==> src/rtl/sc_bitstream_decoder.sv <==
// Stochastic bitstream decoder: counts ones over a window of 2^WIDTH accepted
// bits and presents the count with a valid/ready handshake.
module sc_bitstream_decoder #(
  parameter int WIDTH = 8
) (
  input  logic             clk,
  input  logic             rst,
  input  logic             start,
  input  logic             bit_in,
  input  logic             bit_valid,
  output logic             busy,
  output logic             out_valid,
  input  logic             out_ready,
  output logic [WIDTH:0]   value
);

  // state | meaning
  // IDLE  | waiting for start; value holds the last result
  // ACCUM | counting valid bits of the current window
  // HOLD  | result presented, waiting for out_ready
  typedef enum logic [1:0] {
    IDLE  = 2'd0,
    ACCUM = 2'd1,
    HOLD  = 2'd2
  } state_t;

  localparam logic [WIDTH:0] LAST_IDX = {1'b0, {WIDTH{1'b1}}};

  state_t           state;
  logic [WIDTH:0]   sample_cnt;
  logic [WIDTH:0]   ones_cnt;
  logic [WIDTH:0]   bit_ext;

  assign bit_ext = {{WIDTH{1'b0}}, bit_in};

  // busy/out_valid are updated together with state so they are pure flops
  always_ff @(posedge clk) begin
    if (rst) begin
      state      <= IDLE;
      sample_cnt <= '0;
      ones_cnt   <= '0;
      value      <= '0;
      busy       <= 1'b0;
      out_valid  <= 1'b0;
    end else begin
      case (state)
        IDLE: begin
          if (start) begin
            sample_cnt <= '0;
            ones_cnt   <= '0;
            state      <= ACCUM;
            busy       <= 1'b1;
          end
        end
        ACCUM: begin
          if (bit_valid) begin
            sample_cnt <= sample_cnt + 1'b1;
            ones_cnt   <= ones_cnt + bit_ext;
            if (sample_cnt == LAST_IDX) begin
              value     <= ones_cnt + bit_ext;
              state     <= HOLD;
              out_valid <= 1'b1;
            end
          end
        end
        HOLD: begin
          if (out_ready) begin
            state     <= IDLE;
            busy      <= 1'b0;
            out_valid <= 1'b0;
          end
        end
        default: begin
          state     <= IDLE;
          busy      <= 1'b0;
          out_valid <= 1'b0;
        end
      endcase
    end
  end

endmodule

==> config.mk <==
export PLATFORM = sky130hd
export DESIGN_NAME = sc_bitstream_decoder
export DESIGN_NICKNAME = d
export VERILOG_FILES = /design/src/rtl/sc_bitstream_decoder.sv
export SDC_FILE = /design/constraint.sdc
export NUM_CORES = 1
export LEC_CHECK = 0
export CAP_MARGIN = 5
export CORE_ASPECT_RATIO = 1.1
export CORE_MARGIN = 8
export CORE_UTILIZATION = 30
export DETAILED_ROUTE_END_ITERATION = 8
export PLACE_DENSITY = 0.48
export SLEW_MARGIN = 10
export SYNTH_ARGS = -nofsm -noshare
export SYNTH_HDL_FRONTEND = slang
export SYNTH_SLANG_ARGS = --single-unit
==> constraint.sdc <==
create_clock -name clk -period 2.5 [get_ports clk]
set_input_delay 0.5 -clock clk [delete_from_list [all_inputs] [get_ports clk]]
set_output_delay 0.5 -clock clk [all_outputs]
set_load 0.02 [all_outputs]
==> results.cfg, run 1 <==
[status]
outcome = finished clean

[power_and_ir_drop]
leakage_nw = 0.537
power_per_cell_area_nw_per_um2 = 514
ir_worst_vdd_mv = 0.299

[setup_path]
cpMaxStageDelayCell = sky130_fd_sc_hd__or4_1
critPathLaunchType = input port
regToRegSetupSlack_ns = 0.67
timing.rr.start = state[1]
timing.critical_path.from = bit_in
worst_path_most_repeated_cell = sky130_fd_sc_hd__ha_1
setup.worst_path.class = in2reg
critical_path.cell_chain = clkdlybuf4s50_1 > ha_1 > ha_1 > nand3_1 > or4_1 > a31oi_1
crit_path_max_fanout = 9
timing.critical_path.slowest_cell_delay_ns = 0.52
worstSetupEndpointType = flop
cp_data_required_time_ns = 2.71
crit_arrival_ns = 2.25

[global_routing]
track_usage = 0.0976
first_global_vias = 1356
grt_start_max_net_pins = 31
grt_overflow = 0
antenna_found_initial = 0
grt_pass1_wl_um = 6180

[floorplanning]
core_area_um2 = 4970
initial_utilization = 0.308
io-pin-count = 17
fp.dieW_um = 84.0
fp.dieH_um = 90.8
total_die_area_um2 = 7630
core.rowCount = 27

[logic_synthesis]
netlist-cell-type-count = 34
area_of_the_mapped_netlist_um2 = 1530
synthArstFlopShare = 0
synth-edff-count = 0
synthFlopType = sky130_fd_sc_hd__dfxtp_1
netlist_top_cells_count = 31 x sky130_fd_sc_hd__dfxtp_1, 18 x sky130_fd_sc_hd__a21oi_1, 17 x sky130_fd_sc_hd__o21ai_0
post_synth.cell_area_avg_um2 = 8.39
yosys.area.top_type_share = 0.406
yosysWarnings = 0
synth_cells = 182
synth_seq_cells = 31
synth.net_count = 192
yosys-top-cells-area = sky130_fd_sc_hd__dfxtp_1 41%, sky130_fd_sc_hd__a21oi_1 5.9%, sky130_fd_sc_hd__o21ai_0 5.6%, sky130_fd_sc_hd__or4_1 3.9%, sky130_fd_sc_hd__a311oi_1 3.4%
synth_top_cell_by_area = sky130_fd_sc_hd__dfxtp_1
seq_area_frac_synth = 0.406
synth.most_common_cell = sky130_fd_sc_hd__dfxtp_1

[route]
wire_per_inst_um = 14.5
first_iter_violations = 64
totalWireLength_um = 3620
dr_total_vias = 1384
drt_pass_1_iters = 4
postRouteAntennaNets = 0
detail_route.vias_per_cell = 5.54
route.detailed.drc = 0

[placed_design]
place.port_buffers = 16
dpl_worst_slack_ns = 0.176
routabilityCongestion = 0.736
dp_hpwl_um = 2540

[cts]
cts_inserted_buffers = 5
cts_tree = done
ctsResizeCount = 0
cts_sinks = 31
clk_root_buffer_cell = sky130_fd_sc_hd__clkbuf_8
cts_h_tree_depth = 2
clk-insertion-delay-late_ns = 0.28
post_cts_hold_buffer_count = 0
cts.reportedPaths.clkPinSlew_ns = 0.06
postCtsSetupRepairBufs = 0
clock_buffer_depth = 2

[sta]
final-setup-viol-count = 0
worst_pin_slew_ns = 0.813
fmaxAchievable_ghz = 0.489
finalMaxSlewViolations = 0
final.min_clock_period_ns = 2.05
final.setup_skew_ns = 0.00363
setup_repair_after_global_routing_missed_its_margin = no
layout_worst_path_cycle_share = 0.819
worst_hold_slack_ns = 0.456
setup-tns-final_ns = 0
hold_violations = 0
layout_setup_ws_ns = 0.453
worst_slew_margin_rel = 0.457

[finish]
final_net_count = 203
area.growth.synth_to_final_pct = 17.3
layout-drive-gt1-share = 0.0521
area_used_by_multi_input_combinational_logic_um2 = 836
ant_diodes = 0
register_area_um2 = 621
fillCellCount = 522

[job]
max-cap-violations = 0

[hold_path]
min_path_type = reg2reg
hold_path_startpoint = value[2]
## critical path: cells and delay by family
family	cells	cell delay (ns)
buffers and inverters	1	0.46
AO/OA/AOI/OAI	1	0.17
adder cells (fa/ha/maj)	2	0.38
AND/OR/NAND/NOR	2	0.74
## routing by layer
layer  vias to the layer above  wire, µm  track usage
met5                         -         0            0
met4                         0        47       0.0432
met3                         4       147       0.0298
met2                        27      1840        0.166
met1                       651      1590        0.108
li1                        702         -            -
## flip-flops by register name, summed over array words and instances (netlist names)
register / count
ones_cnt: 9
out_valid: 1
state: 2
sample_cnt: 9
busy: 1
value: 9
## worst paths after layout
check,end,cells past startpoint
hold reg to reg,value[2],2
setup / recovery,ones_cnt[8],6
setup reg to reg,ones_cnt[5],3
hold / removal,value[2],2
## report_power, final
| group | total [W] | switching, W | internal (W) |
|---|---|---|---|
| Clock | 0.000358 | 0.000173 | 0.000185 |
| Combinational | 0.0000576 | 0.0000340 | 0.0000236 |
| Sequential | 0.000505 | 0.00000656 | 0.000498 |
## final cells by class
type / instances / share of cell area
Inverter: 2 / 0.00419
Timing Repair Buffer: 19 / 0.102
Sequential cell: 31 / 0.346
Clock buffer: 6 / 0.0405
Tap cell: 58 / 0.0405
Multi-Input combinational cell: 134 / 0.466
## metrics by stage
step	power [W]	utilization	cells	cell area [µm²]
floorplan	0.000552	-	182	1530
global placement	0.000573	0.346	244	1720
detailed placement	0.000575	0.346	244	1720
CTS	0.000937	0.361	250	1790
global route	0.000959	0.361	250	1790
finish	0.000920	0.361	250	1790
## placed cells by master (no fill, tap or decap), types with 3 or more instances in the layout
cell,instances
sky130_fd_sc_hd__nand2b_1,6
sky130_fd_sc_hd__nor2_1,11
sky130_fd_sc_hd__o21ai_0,17
sky130_fd_sc_hd__o211ai_1,4
sky130_fd_sc_hd__nand3_1,5
sky130_fd_sc_hd__ha_1,4
sky130_fd_sc_hd__a31oi_1,4
sky130_fd_sc_hd__or3_1,5
sky130_fd_sc_hd__a311oi_1,6
sky130_fd_sc_hd__nand4b_1,5
sky130_fd_sc_hd__clkdlybuf4s50_1,16
sky130_fd_sc_hd__buf_4,3
sky130_fd_sc_hd__or4_1,8
sky130_fd_sc_hd__clkbuf_8,5
sky130_fd_sc_hd__o31ai_1,3
sky130_fd_sc_hd__a21oi_1,18
sky130_fd_sc_hd__dfxtp_1,31
sky130_fd_sc_hd__nand2_1,12
sky130_fd_sc_hd__nand4_1,4
## kinds of logic after synthesis
family / Yosys count / synth area share
mux: 2 / 0.0131
simple gates: 70 / 0.269
flops: 31 / 0.406
compound gates: 55 / 0.215
buf+inv: 17 / 0.0467
fa+ha+maj: 4 / 0.0328
xor+xnor: 3 / 0.0172
(Power assumes the default switching activity.)
==> run 2: changes to the inputs <==
clock period = 1.9 ns   (was 2.5 ns; I/O delays follow)
==> run 2 against run 1 <==
Against the previous run: combinational power is 57% higher; routed wire length fell by 0.30%; power up 49%; clock skew rose by 0.0010 ns; critical path depth is the same; worst setup slack got worse by 0.38 ns; utilization rose by 2.9 points; via count rose by 2.1%; final cell count up 4.4%; count of clock-buffer cells in the layout stayed put; register-to-register slack worse by 0.50 ns; critical endpoint unchanged; largest cell class unchanged.
==> results.cfg, run 2 (synthesized netlist as in run 1, its figures left out) <==
[floorplanning]
initial_utilization = 0.308
core.rowCount = 27
fp.dieH_um = 90.8
fp.dieW_um = 84.0
io-pin-count = 17
total_die_area_um2 = 7630
core_area_um2 = 4970

[finish]
final_cell_area_um2 = 1930
layout-drive-gt1-share = 0.138
most-common-layout-cells = 29 x sky130_fd_sc_hd__dfxtp_1, 18 x sky130_fd_sc_hd__a21oi_1, 17 x sky130_fd_sc_hd__o21ai_0
layout_commonest_cell = sky130_fd_sc_hd__dfxtp_1
register_area_um2 = 623
final_net_count = 213
fillCellCount = 511
biggestRegsByFlops = ones_cnt (9), sample_cnt (9), value (9)
ant_diodes = 0
area.growth.synth_to_final_pct = 26.6
area_used_by_multi_input_combinational_logic_um2 = 858

[hold_path]
min_path_type = reg2reg

[placed_design]
dpl_worst_slack_ns = -0.299
dp_hpwl_um = 2640
dpl-instance-area_um2 = 1810
routabilityCongestion = 0.763
place.port_buffers = 16

[cts]
postCtsSetupRepairBufs = 0
cts_tree = done
clk-insertion-delay-late_ns = 0.28
cts.reportedPaths.clkPinSlew_ns = 0.06
clk_root_buffer_cell = sky130_fd_sc_hd__clkbuf_8
cts_h_tree_depth = 2
post_cts_hold_buffer_count = 0
clock_buffer_depth = 2
cts_sinks = 31
cts_inserted_buffers = 5

[setup_path]
critPathLaunchType = input port
crit_path_max_fanout = 9
cp_data_required_time_ns = 2.11
setup.worst_path.class = in2reg
worstSetupEndpointType = flop
crit_arrival_ns = 2.03

[global_routing]
antenna_found_initial = 0
grt_start_max_net_pins = 17
first_global_vias = 1341
track_usage = 0.0971
grt_pass1_wl_um = 6150
grt_overflow = 0

[sta]
fmaxAchievable_ghz = 0.547
final.setup_skew_ns = 0.00464
finalMaxSlewViolations = 0
hold_violations = 0
setup-tns-final_ns = 0
layout_setup_ws_ns = 0.0726
layout_worst_path_cycle_share = 0.962
worst_pin_slew_ns = 0.298
setup_repair_after_global_routing_missed_its_margin = yes
worst_slew_margin_rel = 0.800
final.min_clock_period_ns = 1.83
final-setup-viol-count = 0

[job]
max-cap-violations = 0

[route]
wire_per_inst_um = 13.8
postRouteAntennaNets = 0
drt_pass_1_iters = 4
dr_total_vias = 1413
first_iter_violations = 72
totalWireLength_um = 3610
route.detailed.drc = 0
detail_route.vias_per_cell = 5.41

[power_and_ir_drop]
net-switching-power_w = 0.000295
ir_worst_vdd_mv = 0.402
seqPwrFrac = 0.481
power_per_cell_area_nw_per_um2 = 711
power_frac_comb = 0.066
internal_power_w = 0.00108
leakage_nw = 0.598
power.share.clock = 0.453
power_switching_share = 0.215

[status]
outcome = finished clean
run 2: final cells by class:
cell class                 instances  area share
timing repair buffer              29       0.140
clock inverter                     1      0.0155
multi-input combinational        134       0.444
clock buffer                       6      0.0375
inverter                           2     0.00388
tap                               58      0.0375
sequential                        31       0.322
run 2: final timing paths:
kind	startpoint	endpoint	slack (ns)	cells after the start
max	bit_in	ones_cnt[8]	0.07	6
min	value[0]	value[0]	0.46	2
max reg2reg	sample_cnt[1]	sample_cnt[8]	0.17	6
min reg2reg	value[0]	value[0]	0.46	2
run 2: through the flow:
step | total power, W | instances | hold WS (ns) | util
after floorplan | 0.000726 | 182 | 0.450 | -
after global placement | 0.000766 | 254 | 0.449 | 0.364
after detailed placement | 0.000767 | 254 | 0.451 | 0.364
after CTS | 0.00140 | 261 | 0.460 | 0.385
after global routing | 0.00144 | 261 | 0.493 | 0.390
final | 0.00138 | 261 | 0.457 | 0.390
run 2: what timing repair did:
action,in CTS,in global routing
pin swaps,0,2
setup endpoints to repair,1,8
resized for setup,1,7
run 2: power groups by stage:
| stage | Clock (W) | Sequential [W] | Combinational (W) |
|---|---|---|---|
| floorplan | 0 | 0.000676 | 0.0000494 |
| detailed placement | 0 | 0.000676 | 0.0000910 |
| global route | 0.000679 | 0.000662 | 0.000101 |
| finish | 0.000623 | 0.000661 | 0.0000907 |
| global placement | 0 | 0.000675 | 0.0000904 |
| CTS | 0.000646 | 0.000661 | 0.0000915 |
run 2: metal layers:
metal  vias to the layer above  track usage  share of wire
li1                        723            -              -
met1                       668        0.108           0.47
met2                        16        0.164           0.48
met3                         6       0.0307          0.028
met4                         0       0.0432          0.017
met5                         -            0              0
run 2: critical path, stage by stage:
cell                              delay, ns
sky130_fd_sc_hd__clkdlybuf4s50_1       0.46
sky130_fd_sc_hd__ha_1                  0.19
sky130_fd_sc_hd__ha_2                  0.22
sky130_fd_sc_hd__nand3_4               0.11
sky130_fd_sc_hd__or4_1                 0.49
sky130_fd_sc_hd__a31oi_1               0.18
